`src/rtl/hash_job_scheduler.sv`:
```
// hash_job_scheduler: walks the RAM entries of a job, issues nonces to a hash core and reports per-entry hits or misses
//   clk, reset_L (async, active-high)    : clock and reset
//   start, abort                         : begin a job (IDLE only) / end a running job
//   num_entradas, target                 : entries minus one and difficulty threshold, sampled at start
//   rd_ptr                               : RAM entry currently being hashed
//   core_start, core_nonce               : launch pulse and nonce for the hash core
//   core_done, core_H                    : completion pulse and hash result from the core
//   res_valid, res_hit, res_idx,
//   res_nonce, res_bounty                : per-entry result, fields held until the next res_valid
//   busy, done                           : job in progress / one-cycle end-of-job pulse
module hash_job_scheduler #(
    parameter logic [31:0] NONCE_LIMIT = 32'h0000_FFFF
) (
    input  logic        clk,
    input  logic        reset_L,
    input  logic        start,
    input  logic        abort,
    input  logic [1:0]  num_entradas,
    input  logic [7:0]  target,
    output logic [1:0]  rd_ptr,
    output logic        core_start,
    output logic [31:0] core_nonce,
    input  logic        core_done,
    input  logic [23:0] core_H,
    output logic        res_valid,
    output logic        res_hit,
    output logic [1:0]  res_idx,
    output logic [31:0] res_nonce,
    output logic [23:0] res_bounty,
    output logic        busy,
    output logic        done
);
    typedef enum logic [2:0] {IDLE, LOAD, ISSUE, WAIT, REPORT, DONE} state_t;
    state_t state, next;
    logic [1:0] last_idx;
    logic [7:0] tgt;
    logic       hit;
    logic       at_limit;
    assign hit      = core_H[23:16] < tgt;
    assign at_limit = core_nonce == NONCE_LIMIT;
    always_ff @(posedge clk or posedge reset_L) begin
        if (reset_L) state <= IDLE;
        else         state <= next;
    end
    always_comb begin
        next       = state;
        core_start = 1'b0;
        res_valid  = 1'b0;
        done       = 1'b0;
        busy       = state != IDLE;
        case (state)
            IDLE:    next = start ? LOAD : IDLE;
            LOAD:    next = abort ? DONE : ISSUE;
            ISSUE: begin
                core_start = 1'b1;
                next       = abort ? DONE : WAIT;
            end
            // abort outranks a simultaneous core_done
            WAIT:    next = abort ? DONE : !core_done ? WAIT : (hit || at_limit) ? REPORT : ISSUE;
            // the result of this entry is still reported when abort lands here
            REPORT: begin
                res_valid = 1'b1;
                next      = (abort || rd_ptr == last_idx) ? DONE : LOAD;
            end
            DONE: begin
                done = 1'b1;
                next = IDLE;
            end
            default: next = IDLE;
        endcase
    end
    // core_nonce doubles as the working nonce; it only advances while below the limit, so it never wraps
    always_ff @(posedge clk or posedge reset_L) begin
        if (reset_L) begin
            last_idx   <= '0;
            tgt        <= '0;
            rd_ptr     <= '0;
            core_nonce <= '0;
            res_hit    <= 1'b0;
            res_idx    <= '0;
            res_nonce  <= '0;
            res_bounty <= '0;
        end else if (state == IDLE && start) begin
            last_idx   <= num_entradas;
            tgt        <= target;
            rd_ptr     <= '0;
            core_nonce <= '0;
        end else if (state == WAIT && core_done && !abort) begin
            if (hit || at_limit) begin
                res_hit    <= hit;
                res_idx    <= rd_ptr;
                res_nonce  <= core_nonce;
                res_bounty <= core_H;
            end else begin
                core_nonce <= core_nonce + 32'd1;
            end
        end else if (state == REPORT && !abort && rd_ptr != last_idx) begin
            rd_ptr     <= rd_ptr + 2'd1;
            core_nonce <= '0;
        end
    end
endmodule

```
`config.mk`:
```
export PLATFORM = sky130hd
export DESIGN_NAME = hash_job_scheduler
export DESIGN_NICKNAME = d
export VERILOG_FILES = /design/src/rtl/hash_job_scheduler.sv
export SDC_FILE = /design/constraint.sdc
export NUM_CORES = 1
export LEC_CHECK = 0
export ABC_AREA = 1
export BUFFER_PORTS_ARGS = -buffer_cell sky130_fd_sc_hd__buf_2
export CORE_MARGIN = 3
export CORE_UTILIZATION = 30
export CTS_CLUSTER_DIAMETER = 60
export CTS_CLUSTER_SIZE = 20
export DETAILED_ROUTE_END_ITERATION = 8
export GPL_ROUTABILITY_DRIVEN = 1
export PLACE_DENSITY = 0.62
export SLEW_MARGIN = 20
export SYNTH_ARGS = -nofsm -noshare
export SYNTH_HDL_FRONTEND = slang
export SYNTH_SLANG_ARGS = --single-unit
```
`constraint.sdc`:
```
create_clock -name clk -period 6.38 [get_ports clk]
set_input_delay 0.319 -clock clk [delete_from_list [all_inputs] [get_ports clk]]
set_output_delay 0.319 -clock clk [all_outputs]
set_load 0.1 [all_outputs]
```
**Word level (Yosys, flattened, before mapping)**

Index checks and enable logic that the tools add are counted.

- Input bits: 39
- Output and inout port bits: 97
- Bits in registers: 106
- Logic and storage cells: 56

- Mux-type cells: 18
- Reductions and logical operators: 15
- Eq/ne operators: 10
- Add/sub/neg operators: 2
- Bitwise logic cells: 1
- $lt $le $gt $ge: 1

Operators by type and width:

| kind | count |
|---|---|
| 32-bit two-way mux | 4 |
| 32-bit by 1-bit adder with 32-bit output (second input constant) | 1 |
| 32-bit by 16-bit equality test with 1-bit output (second input constant) | 1 |
| 3-bit two-way mux | 6 |
| 3-bit one-hot mux with 5 select lines | 1 |
| 8-bit < comparator | 1 |
| 3-bit by 2-bit equality test with 1-bit output (second input constant) | 2 |
| 3-bit equality test (second input constant) | 2 |
| 2-bit two-way mux | 3 |
| 3-bit nonzero test | 2 |
| 1-bit logical AND | 5 |
| 1-bit two-way mux | 4 |
| 2-bit AND reduction | 2 |
| 3-bit by 1-bit equality test with 1-bit output (second input constant) | 1 |
| 3-bit logical NOT | 1 |
| 3-bit != test (second input constant) | 1 |
| 3-bit AND reduction | 1 |
| 2-bit by 1-bit adder with 2-bit output (second input constant) | 1 |
| 2-bit equality test | 1 |
| 1-bit logical OR | 2 |
| 2-bit != test | 1 |
| 2-bit != test (second input constant) | 1 |
| 2-bit nonzero test | 1 |
| 1-bit logical NOT | 1 |
| 1-bit NOT | 1 |

**Logic depth before layout (Yosys ltp)**

Gate-level depths: netlist of the first run.

- Depth after elaboration: 6
- Mapped depth: 15
- Gate-level depth less buffers: 13

**Worst setup path before layout of the first run**

No wires, ideal clock.

- Path kind: register -> output
- From: reg state[2]
- To: out core_start
- Required time: 6.061 ns
- Stages on the path, launching flop included: 2
- Slack: 3.519 ns
- Arrival time: 2.542 ns
- Cell sequence: dfrtp_1 > nor3_1

- Word-level cells in the longest chain between the ends: 2

RTL lines:

| item | RTL line | source |
|---|---|---|
| from (decl) | 34 | `state_t state, next;` |
| from (signal assigned) | 43 | `else state <= next;` |
| 3-bit by 2-bit equality test with 1-bit output | 51 | `case (state)` |
| 1-bit two-way mux | 51 |  |
| to (decl) | 21 | `output logic core_start,` |

Every way passes these cells.

**Worst setup path in the final report of the first run**

- From: reg core_nonce[1]
- To: reg res_nonce[6]

- Word-level cells in the longest chain between the ends: 3

RTL lines:

| item | RTL line | source |
|---|---|---|
| from (decl) | 22 | `output logic [31:0] core_nonce,` |
| from (signal assigned) | 95 | `core_nonce <= core_nonce + 32'd1;` |
| 32-bit by 16-bit equality test with 1-bit output | 40 | `assign at_limit = core_nonce == NONCE_LIMIT;` |
| 1-bit logical OR | 89 | `if (hit \|\| at_limit) begin` |
| 3-bit AND reduction (no source line) | - |  |
| to (signal assigned) | 92 | `res_nonce <= core_nonce;` |
| to (decl) | 28 | `output logic [31:0] res_nonce,` |

Every way passes these cells.
A chain may end at the register's enable or synchronous reset.

==> impl_metrics.yaml, run 1 <==
synthesis:
  yosysWarnings: 0
  synth_area_um2: 5460
  synth_fp_nets: 792
  synth_seq_area_share: 0.486
  ys_ff_latch: 106
  netlist_instances: 745
  synth.distinct_cells: 27
  avgSynthCellArea_um2: 7.33
route:
  firstDrtPassIters: 5
  wl_met1_mm: 7.84
  vias: 5094
  top_layer_used: "met5"
  wl_met3_mm: 1.19
  ant_nets: 0
  route.met2.wl_mm: 7.08
  drt_iter0_markers: 357
  routed_wirelength_mm: 16.3
  route.detailed.wl_per_inst_um: 14.9
  drc: 0
  viasPerCell: 4.64
die:
  die_w_um: 141
  dieArea_um2: 19800
  core.rowCount: 48
  io-pin-count: 136
  die_h_um: 141
  initial_core_util: 0.311
  core_um2: 17500
critical_path:
  critical_path_class: "reg -> reg"
  cp-start-kind: "flip-flop"
  cp_slowest_stage_delay_ns: 0.56
  worstPathRequired_ns: 6.59
  cp-end-kind: "flip-flop"
  critPathMaxFanout: 64
  worstPathCellList: "ha_1 > inv_1 > nor2_4 > nand2_2 > nor2_2 > nand2_1 > nand2_2 > nand2_4 > buf_4 > nand2_1 > o21ai_0"
  arrival_ns: 3.56
  slowest_stage: "nand2_4"
sta:
  finalCritPeriodShare: 0.525
  slew_headroom: 0.358
  rsz0062_at_grt: "false"
  holdWs_ns: 0.175
  max_freq_ghz: 0.299
  drv_slew: 0
  worst_pin_slew_ns: 0.962
  hold_viol: 0
  fin_crit_ns: 3.35
  fin_tns_setup_ns: 0
  finalSetupViolations: 0
  clock_skew_ns: 0.00938
clock_tree:
  cts_root_buf: "clkbuf_16"
  htreeDepth: 3
  cts_buffers: 9
  max-clock-path-buffers: 2
  clock_latency_ns: 0.36
  cts.clk_slew.worst_paths_ns: 0.07
  cts_tree: "yes"
  cts.sinks: 106
cells_and_area:
  antennaDiodeCount: 0
  area_delta_synth_final_pct: 21.3
  final_core_util: 0.377
  drive_gt1_frac: 0.187
  finalNetCount: 915
placed_design:
  dp_hpwl_mm: 11.8
  port-buffer-count: 135
  gp_congestion: 0.841
power_and_ir_drop:
  power_leakage_nw: 3.43
  worst_ir_drop_vdd_v: 0.000462
  powerDensity_nw_per_um2: 407
  total_power_mw: 2.69
status:
  outcome: "finished, final reports clean"
global_route:
  grt_use_total: 0.170
  grt_pass1_wl_mm: 26.9
  grt-ovfl-total: 0
  antenna_found_initial: 1
  grt_max_degree: 75
  grt_pass1_vias: 4986
flow_run:
  maxCapViolations: 0
worst_hold_path:
  hold_path_class: "in -> reg"
==> metal layers <==
metal / vias up / GRT usage
li1: 2579 / -
met1: 2325 / 0.240
met2: 168 / 0.255
met3: 20 / 0.0421
met4: 2 / 0.0541
met5: - / 0
==> synthesized netlist by cell type <==
cell type  count  area [µm²]
buf_2         13        65.1
inv_1         52         195
buf_6          4        45.0
nand4_1        3        18.8
clkbuf_1      10        37.5
o21ai_0       17        85.1
nor2_4         1        11.3
nand3b_1       1        7.51
clkinv_1       1        3.75
nor3_1         4        20.0
xnor2_1        3        26.3
o21ai_1       20         100
o21a_1         1        7.51
ha_1           8         100
nor3b_1        1        7.51
a21oi_1        8        40.0
clkbuf_2       1        5.00
nand3_1       81         405
nor2_1        98         368
dfrtp_1      106        2650
nand2_4        1        11.3
nor2_2         1        6.26
nand2_2        4        25.0
nand2_1      292        1100
o22a_1         1        8.76
xor2_1        12         105
buf_1          1        3.75
==> registers in the layout, summed over array words and instances (netlist names) <==
| signal | count |
|---|---|
| res_nonce | 32 |
| core_nonce | 32 |
| res_bounty | 24 |
| res_hit | 1 |
| last_idx | 2 |
| state | 3 |
| res_idx | 2 |
| rd_ptr | 2 |
| tgt | 8 |
==> placed cells by master, fill, tap and decap left out, drive strengths merged <==
cell type    instances
o21ai               37
a21oi                8
nor3b                1
clkinvlp             2
clkinv               2
buf                140
o21a                 1
nand3               81
clkbuf              12
nand4                3
o22a                 1
dfrtp              106
xor2                12
inv                 52
dlygate4sd3          1
nand3b               1
xnor2                3
bufinv               1
nand2              297
nor3                 4
nor2               100
ha                   8
==> metrics by stage <==
stage	cell area [µm²]	setup WS, ns	std cells
2_1_floorplan	5460	3.27	745
3_3_place_gp	6300	3.10	1081
3_5_place_dp	6300	3.06	1081
4_1_cts	6620	3.03	1098
5_1_grt	6620	2.65	1098
6_report	6620	3.03	1098
==> cell type report <==
cell class	instances	area, µm²
Clock buffer	12	256
Clock inverter	4	50.0
Fill cell	1881	10900
Inverter	53	201
Multi-Input combinational cell	557	2450
Sequential cell	106	2650
Tap cell	225	282
Timing Repair Buffer	141	723
==> logic make-up (layout without fill, tap and decap cells) <==
logic type | count (synthesis) | count (layout) | synth area share
simple gates | 487 | 487 | 0.362
flops | 106 | 106 | 0.486
compound gates | 47 | 47 | 0.0442
xor+xnor | 15 | 15 | 0.0241
fa+ha+maj | 8 | 8 | 0.0183
buf+inv | 82 | 210 | 0.0651
==> where the power goes <==
part,internal (mW),leakage [nW],switching (mW)
Clock,0.326,0.145,0.258
Sequential,0.796,1.44,0.0720
Combinational,0.189,1.84,1.05
==> critical path, delay by kind of cell, from the launching register on <==
kind / cells / cell delay [ns]
buf+inv: 2 / 0.60
fa+ha+maj: 1 / 0.29
flops: 1 / 0.48
compound gates: 1 / 0.10
simple gates: 7 / 1.68
==> worst paths after layout <==
check | to | from | cells after the start | slack [ns]
max | res_nonce[6] | core_nonce[1] | 11 | 3.03
min | tgt[0] | target[0] | 3 | 0.18
max reg2reg | res_nonce[6] | core_nonce[1] | 11 | 3.03
min reg2reg | res_bounty[21] | res_bounty[21] | 2 | 0.47
max in group asynchronous | res_nonce[8] | reset_L | 4 | 4.56
min in group asynchronous | res_bounty[1] | reset_L | 3 | 0.51
==> timing repair <==
action	4_1_cts	5_1_grt
hold endpoints to repair	32	0
buffers inserted	0	0
gates resized for setup	0	0
hold buffers	1	0
Power figures use the tool's default switching activity.
==> run 2: changes to the inputs <==
==> constraint.sdc (replaced) <==
create_clock -name clk -period 3.3 [get_ports clk]
set_input_delay 0.165 -clock clk [delete_from_list [all_inputs] [get_ports clk]]
set_output_delay 0.165 -clock clk [all_outputs]
set_load 0.1 [all_outputs]
==> run 2 against run 1 <==
Against the previous run:
- clock skew down 0.0012 ns
- first-iteration DRC count rose by 0.56%
- die area unchanged
- critical path depth stayed put
==> impl_metrics.yaml, run 2 (synthesis gave the netlist of run 1 again) <==
cells_and_area:
  area_delta_synth_final_pct: 21.8
  layout_common_cells: "292 x nand2_1, 135 x buf_2, 106 x dfrtp_1"
  antennaDiodeCount: 0
  final_common_cell: "nand2_1"
  reg.largest.list: "core_nonce x32, res_nonce x32, res_bounty x24"
  finalNetCount: 918
  drive_gt1_frac: 0.191
global_route:
  antenna_found_initial: 0
  grt-ovfl-total: 0
  grt_pass1_wl_mm: 25.8
  grt_use_total: 0.162
  grt_pass1_vias: 4710
  grt_max_degree: 63
sta:
  holdWs_ns: 0.0108
  slew_headroom: 0.476
  fin_crit_ns: 2.41
  finalSetupViolations: 0
  finalCritPeriodShare: 0.729
  max_freq_ghz: 0.416
  rsz0062_at_grt: "false"
  drv_slew: 0
  hold_viol: 0
  fin_tns_setup_ns: 0
  clock_skew_ns: 0.00816
  worst_pin_slew_ns: 0.786
power_and_ir_drop:
  power_leakage_nw: 3.45
  powerDensity_nw_per_um2: 785
  worst_ir_drop_vdd_v: 0.000753
critical_path:
  slowest_stage: "dfrtp_1"
  reg2reg_slack_ns: 0.89
  cp-start-kind: "flip-flop"
  critPathBufInv: 2
  crit_family: "simple AND/OR/NAND/NOR gates"
  cp_slowest_stage_delay_ns: 0.46
  arrival_ns: 2.63
  worstPathCellList: "ha_1 > inv_1 > nor2_4 > nand2_2 > nor2_2 > nand2_1 > nand2_2 > nand2_4 > buf_4 > nand2_1 > o21ai_0"
  crit_cells: 11
  worstPathRequired_ns: 3.53
  critPathMaxFanout: 48
  cp-end-kind: "flip-flop"
  critical_path_class: "reg -> reg"
  reg2regPathDepth: 11
clock_tree:
  cts_resized: 0
  cts_buffers: 9
  cts_root_buf: "clkbuf_16"
  max-clock-path-buffers: 2
  cts.clk_slew.worst_paths_ns: 0.07
  postCtsSetupBuffers: 0
  clock_latency_ns: 0.35
  cts.sinks: 106
  htreeDepth: 3
  ctsHoldBuffers: 1
  cts_tree: "yes"
die:
  initial_core_util: 0.311
  dieArea_um2: 19800
  die_w_um: 141
  core_um2: 17500
  io-pin-count: 136
  die_h_um: 141
  core.rowCount: 48
placed_design:
  dp_hpwl_mm: 11.8
  gp_congestion: 0.946
  port-buffer-count: 135
route:
  firstDrtPassIters: 4
  viasPerCell: 4.65
  route.detailed.wl_per_inst_um: 14.5
  ant_nets: 0
  routed_wirelength_mm: 16.0
  drc: 0
  drt_iter0_markers: 359
  vias: 5125
status:
  outcome: "finished, final reports clean"
flow_run:
  maxCapViolations: 0
worst_hold_path:
  hold_depth: 3
  hold_path_class: "in -> reg"
-- run 2: per-stage QoR --
| step | std cells | total power, mW | worst slack, ns | area [µm²] | util |
|---|---|---|---|---|---|
| 4_1_cts | 1101 | 5.28 | 0.869 | 6650 | 0.379 |
| 3_5_place_dp | 1084 | 4.13 | 0.890 | 6330 | 0.361 |
| 2_1_floorplan | 745 | 3.72 | 0.346 | 5460 | - |
| 5_1_grt | 1101 | 5.50 | 0.590 | 6650 | 0.379 |
| 6_report | 1101 | 5.22 | 0.894 | 6650 | 0.379 |
| 3_3_place_gp | 1084 | 4.11 | 0.951 | 6330 | 0.361 |
-- run 2: per-layer routing --
metal	vias up	global-route usage	routed length, µm
met1	2340	0.227	7520
li1	2600	-	-
met2	163	0.255	7150
met5	-	0	0
met4	0	0.0464	240
met3	22	0.0336	1100
-- run 2: report_power, final --
group          internal, mW  switching (mW)  total [mW]
registers              1.54           0.137        1.68
logic                 0.377            2.03        2.41
clock network         0.619           0.513        1.13
-- run 2: area by class of cell --
cell class,count,area [µm²]
fill,1844,10900
inverter,53,201
sequential,106,2650
tap,225,282
multi-input combinational,557,2450
clock buffer,10,239
clock inverter,6,72.6
timing repair buffer,144,746
-- run 2: path summary, 6_finish.rpt --
| path | from | endpoint |
|---|---|---|
| max | core_nonce[1] | res_nonce[0] |
| min | num_entradas[1] | last_idx[1] |
| max reg2reg | core_nonce[1] | res_nonce[0] |
| min reg2reg | res_bounty[5] | res_bounty[5] |
| max in group asynchronous | reset_L | res_nonce[9] |
| min in group asynchronous | reset_L | res_bounty[0] |
-- run 2: tightest hold or removal path, delay by kind of cell --
kind | cells | cell delay, ns
simple gates | 2 | 0.09
buf+inv | 1 | 0.07
==> run 3: changes to the inputs <==
--- a/config.mk
+++ b/config.mk
@@ -13,7 +13,7 @@
 export CTS_CLUSTER_SIZE = 20
 export DETAILED_ROUTE_END_ITERATION = 8
 export GPL_ROUTABILITY_DRIVEN = 1
-export PLACE_DENSITY = 0.62
+export PLACE_DENSITY = 0.64
 export SLEW_MARGIN = 20
 export SYNTH_ARGS = -nofsm -noshare
 export SYNTH_HDL_FRONTEND = slang
==> constraint.sdc (replaced) <==
create_clock -name clk -period 2.2 [get_ports clk]
set_input_delay 0.11 -clock clk [delete_from_list [all_inputs] [get_ports clk]]
set_output_delay 0.11 -clock clk [all_outputs]
set_load 0.1 [all_outputs]
==> run 3 against run 2 <==
Against the previous run:
- hold slack about the same
- register-to-register slack worse by 0.61 ns
- wire length up 2.9%
- largest cell class unchanged
- power up 50%
- die area unchanged
- clock power up 38%
- first-iteration DRC count down 4.7%
- setup slack worse by 0.61 ns
- highest routed layer unchanged
==> impl_metrics.yaml, run 3 (synthesis gave the netlist of run 1 again) <==
flow_run:
  maxCapViolations: 0
placed_design:
  port-buffer-count: 135
  gp_congestion: 0.888
  dp_hpwl_mm: 11.9
global_route:
  grt_use_total: 0.168
  antenna_found_initial: 0
  grt_pass1_vias: 5132
  grt-ovfl-total: 0
  grt_pass1_wl_mm: 26.8
  grt_max_degree: 107
cells_and_area:
  final_core_util: 0.399
  area_delta_synth_final_pct: 28.2
  layout_common_cells: "292 x nand2_1, 135 x buf_2, 98 x nor2_1"
  antennaDiodeCount: 0
  reg.largest.list: "core_nonce x32, res_nonce x32, res_bounty x24"
  finalNetCount: 950
  drive_gt1_frac: 0.215
  final_common_cell: "nand2_1"
clock_tree:
  cts.clk_slew.worst_paths_ns: 0.07
  postCtsSetupBuffers: 0
  cts.sinks: 106
  cts_buffers: 9
  cts_root_buf: "clkbuf_16"
  cts_tree: "yes"
  clock_latency_ns: 0.35
  htreeDepth: 3
  max-clock-path-buffers: 2
sta:
  slew_headroom: 0.574
  fin_crit_ns: 1.92
  max_freq_ghz: 0.521
  finalCritPeriodShare: 0.872
  rsz0062_at_grt: "false"
  worst_pin_slew_ns: 0.639
  clock_skew_ns: 0.0105
  drv_slew: 0
  hold_viol: 0
  finalSetupViolations: 0
  fin_tns_setup_ns: 0
power_and_ir_drop:
  worst_ir_drop_vdd_v: 0.00160
  powerDensity_nw_per_um2: 1120
  power_leakage_nw: 3.56
route:
  drt_iter0_markers: 342
  routed_wirelength_mm: 16.5
  ant_nets: 0
  firstDrtPassIters: 5
  vias: 5270
  route.detailed.wl_per_inst_um: 14.5
  viasPerCell: 4.65
  drc: 0
critical_path:
  cp-start-kind: "flip-flop"
  arrival_ns: 2.19
  critical_path_class: "reg -> reg"
  critPathMaxFanout: 42
  worstPathRequired_ns: 2.47
  cp-end-kind: "flip-flop"
die:
  dieArea_um2: 19800
  initial_core_util: 0.311
  core.rowCount: 48
  core_um2: 17500
  die_w_um: 141
  io-pin-count: 136
  die_h_um: 141
worst_hold_path:
  hold_path_class: "in -> reg"
status:
  outcome: "finished, final reports clean"
run 3: cell count changes in the layout (fill, tap and decap cells not counted), moves of 3 or more:
cell	delta
buf_4	+7
dlygate4sd3_1	+22
clkinvlp_4	+3
buf_12	+3
dfrtp_1	-16
dfrtp_2	+16
run 3: worst paths after layout:
path	start	endpoint	slack (ns)	cells after the start
worst max register to register	tgt[7]	res_nonce[30]	0.28	10
worst max-delay path	tgt[7]	res_nonce[30]	0.28	10
max in group asynchronous	reset_L	core_nonce[8]	1.23	4
worst min register to register	res_bounty[17]	res_bounty[17]	0.47	2
worst min-delay path	core_H[0]	res_bounty[0]	0.01	3
min in group asynchronous	reset_L	res_nonce[9]	0.41	4
run 3: repair_timing:
action                                 in CTS  in global routing
resized for setup                           0                  0
setup endpoints to repair                   0                  0
hold buffers                               23                  0
endpoints found under the hold margin     128                  0
run 3: layout make-up:
| cell class | count | area [µm²] |
|---|---|---|
| Clock buffer | 12 | 256 |
| Clock inverter | 4 | 26.3 |
| Fill cell | 1821 | 10500 |
| Inverter | 53 | 206 |
| Multi-Input combinational cell | 557 | 2470 |
| Sequential cell | 106 | 2670 |
| Tap cell | 225 | 282 |
| Timing Repair Buffer | 176 | 1080 |
run 3: metrics by stage:
step                      setup slack [ns]  hold WS, ns  instances  cell area, µm²  total power, mW
after detailed placement             0.295        0.313       1094            6480             6.29
after floorplan                    0.00625        0.220        745            5500             5.59
after global placement               0.329        0.309       1094            6480             6.26
final                                0.281       0.0107       1133            6990             7.83
after CTS                            0.263     0.000307       1133            6990             7.90
after global routing                0.0709      0.00881       1133            6990             8.25
run 3: power breakdown:
part / leakage (nW) / internal, mW / total (mW) / switching (mW)
Sequential: 1.42 / 2.31 / 2.53 / 0.220
Clock: 0.139 / 0.829 / 1.56 / 0.728
Combinational: 2.00 / 0.659 / 3.74 / 3.08
Total: 3.56 / 3.80 / 7.83 / 4.03
run 3: critical path, cell delays in order (launching register included):
cell and delay (ns):
dfrtp_1 0.33, inv_1 0.05, ha_1 0.29, nand2_1 0.07
o21a_1 0.18, nand2_1 0.15, nand2_2 0.10, nand2_4 0.10
buf_4 0.37, nand2_1 0.11, o21ai_1 0.09
run 3: routing by layer:
layer,vias to the layer above,routed length (µm),track usage
li1,2652,-,-
met1,2429,7630,0.228
met2,168,7400,0.265
met3,21,1100,0.0387
met4,0,334,0.0597
met5,-,0,0
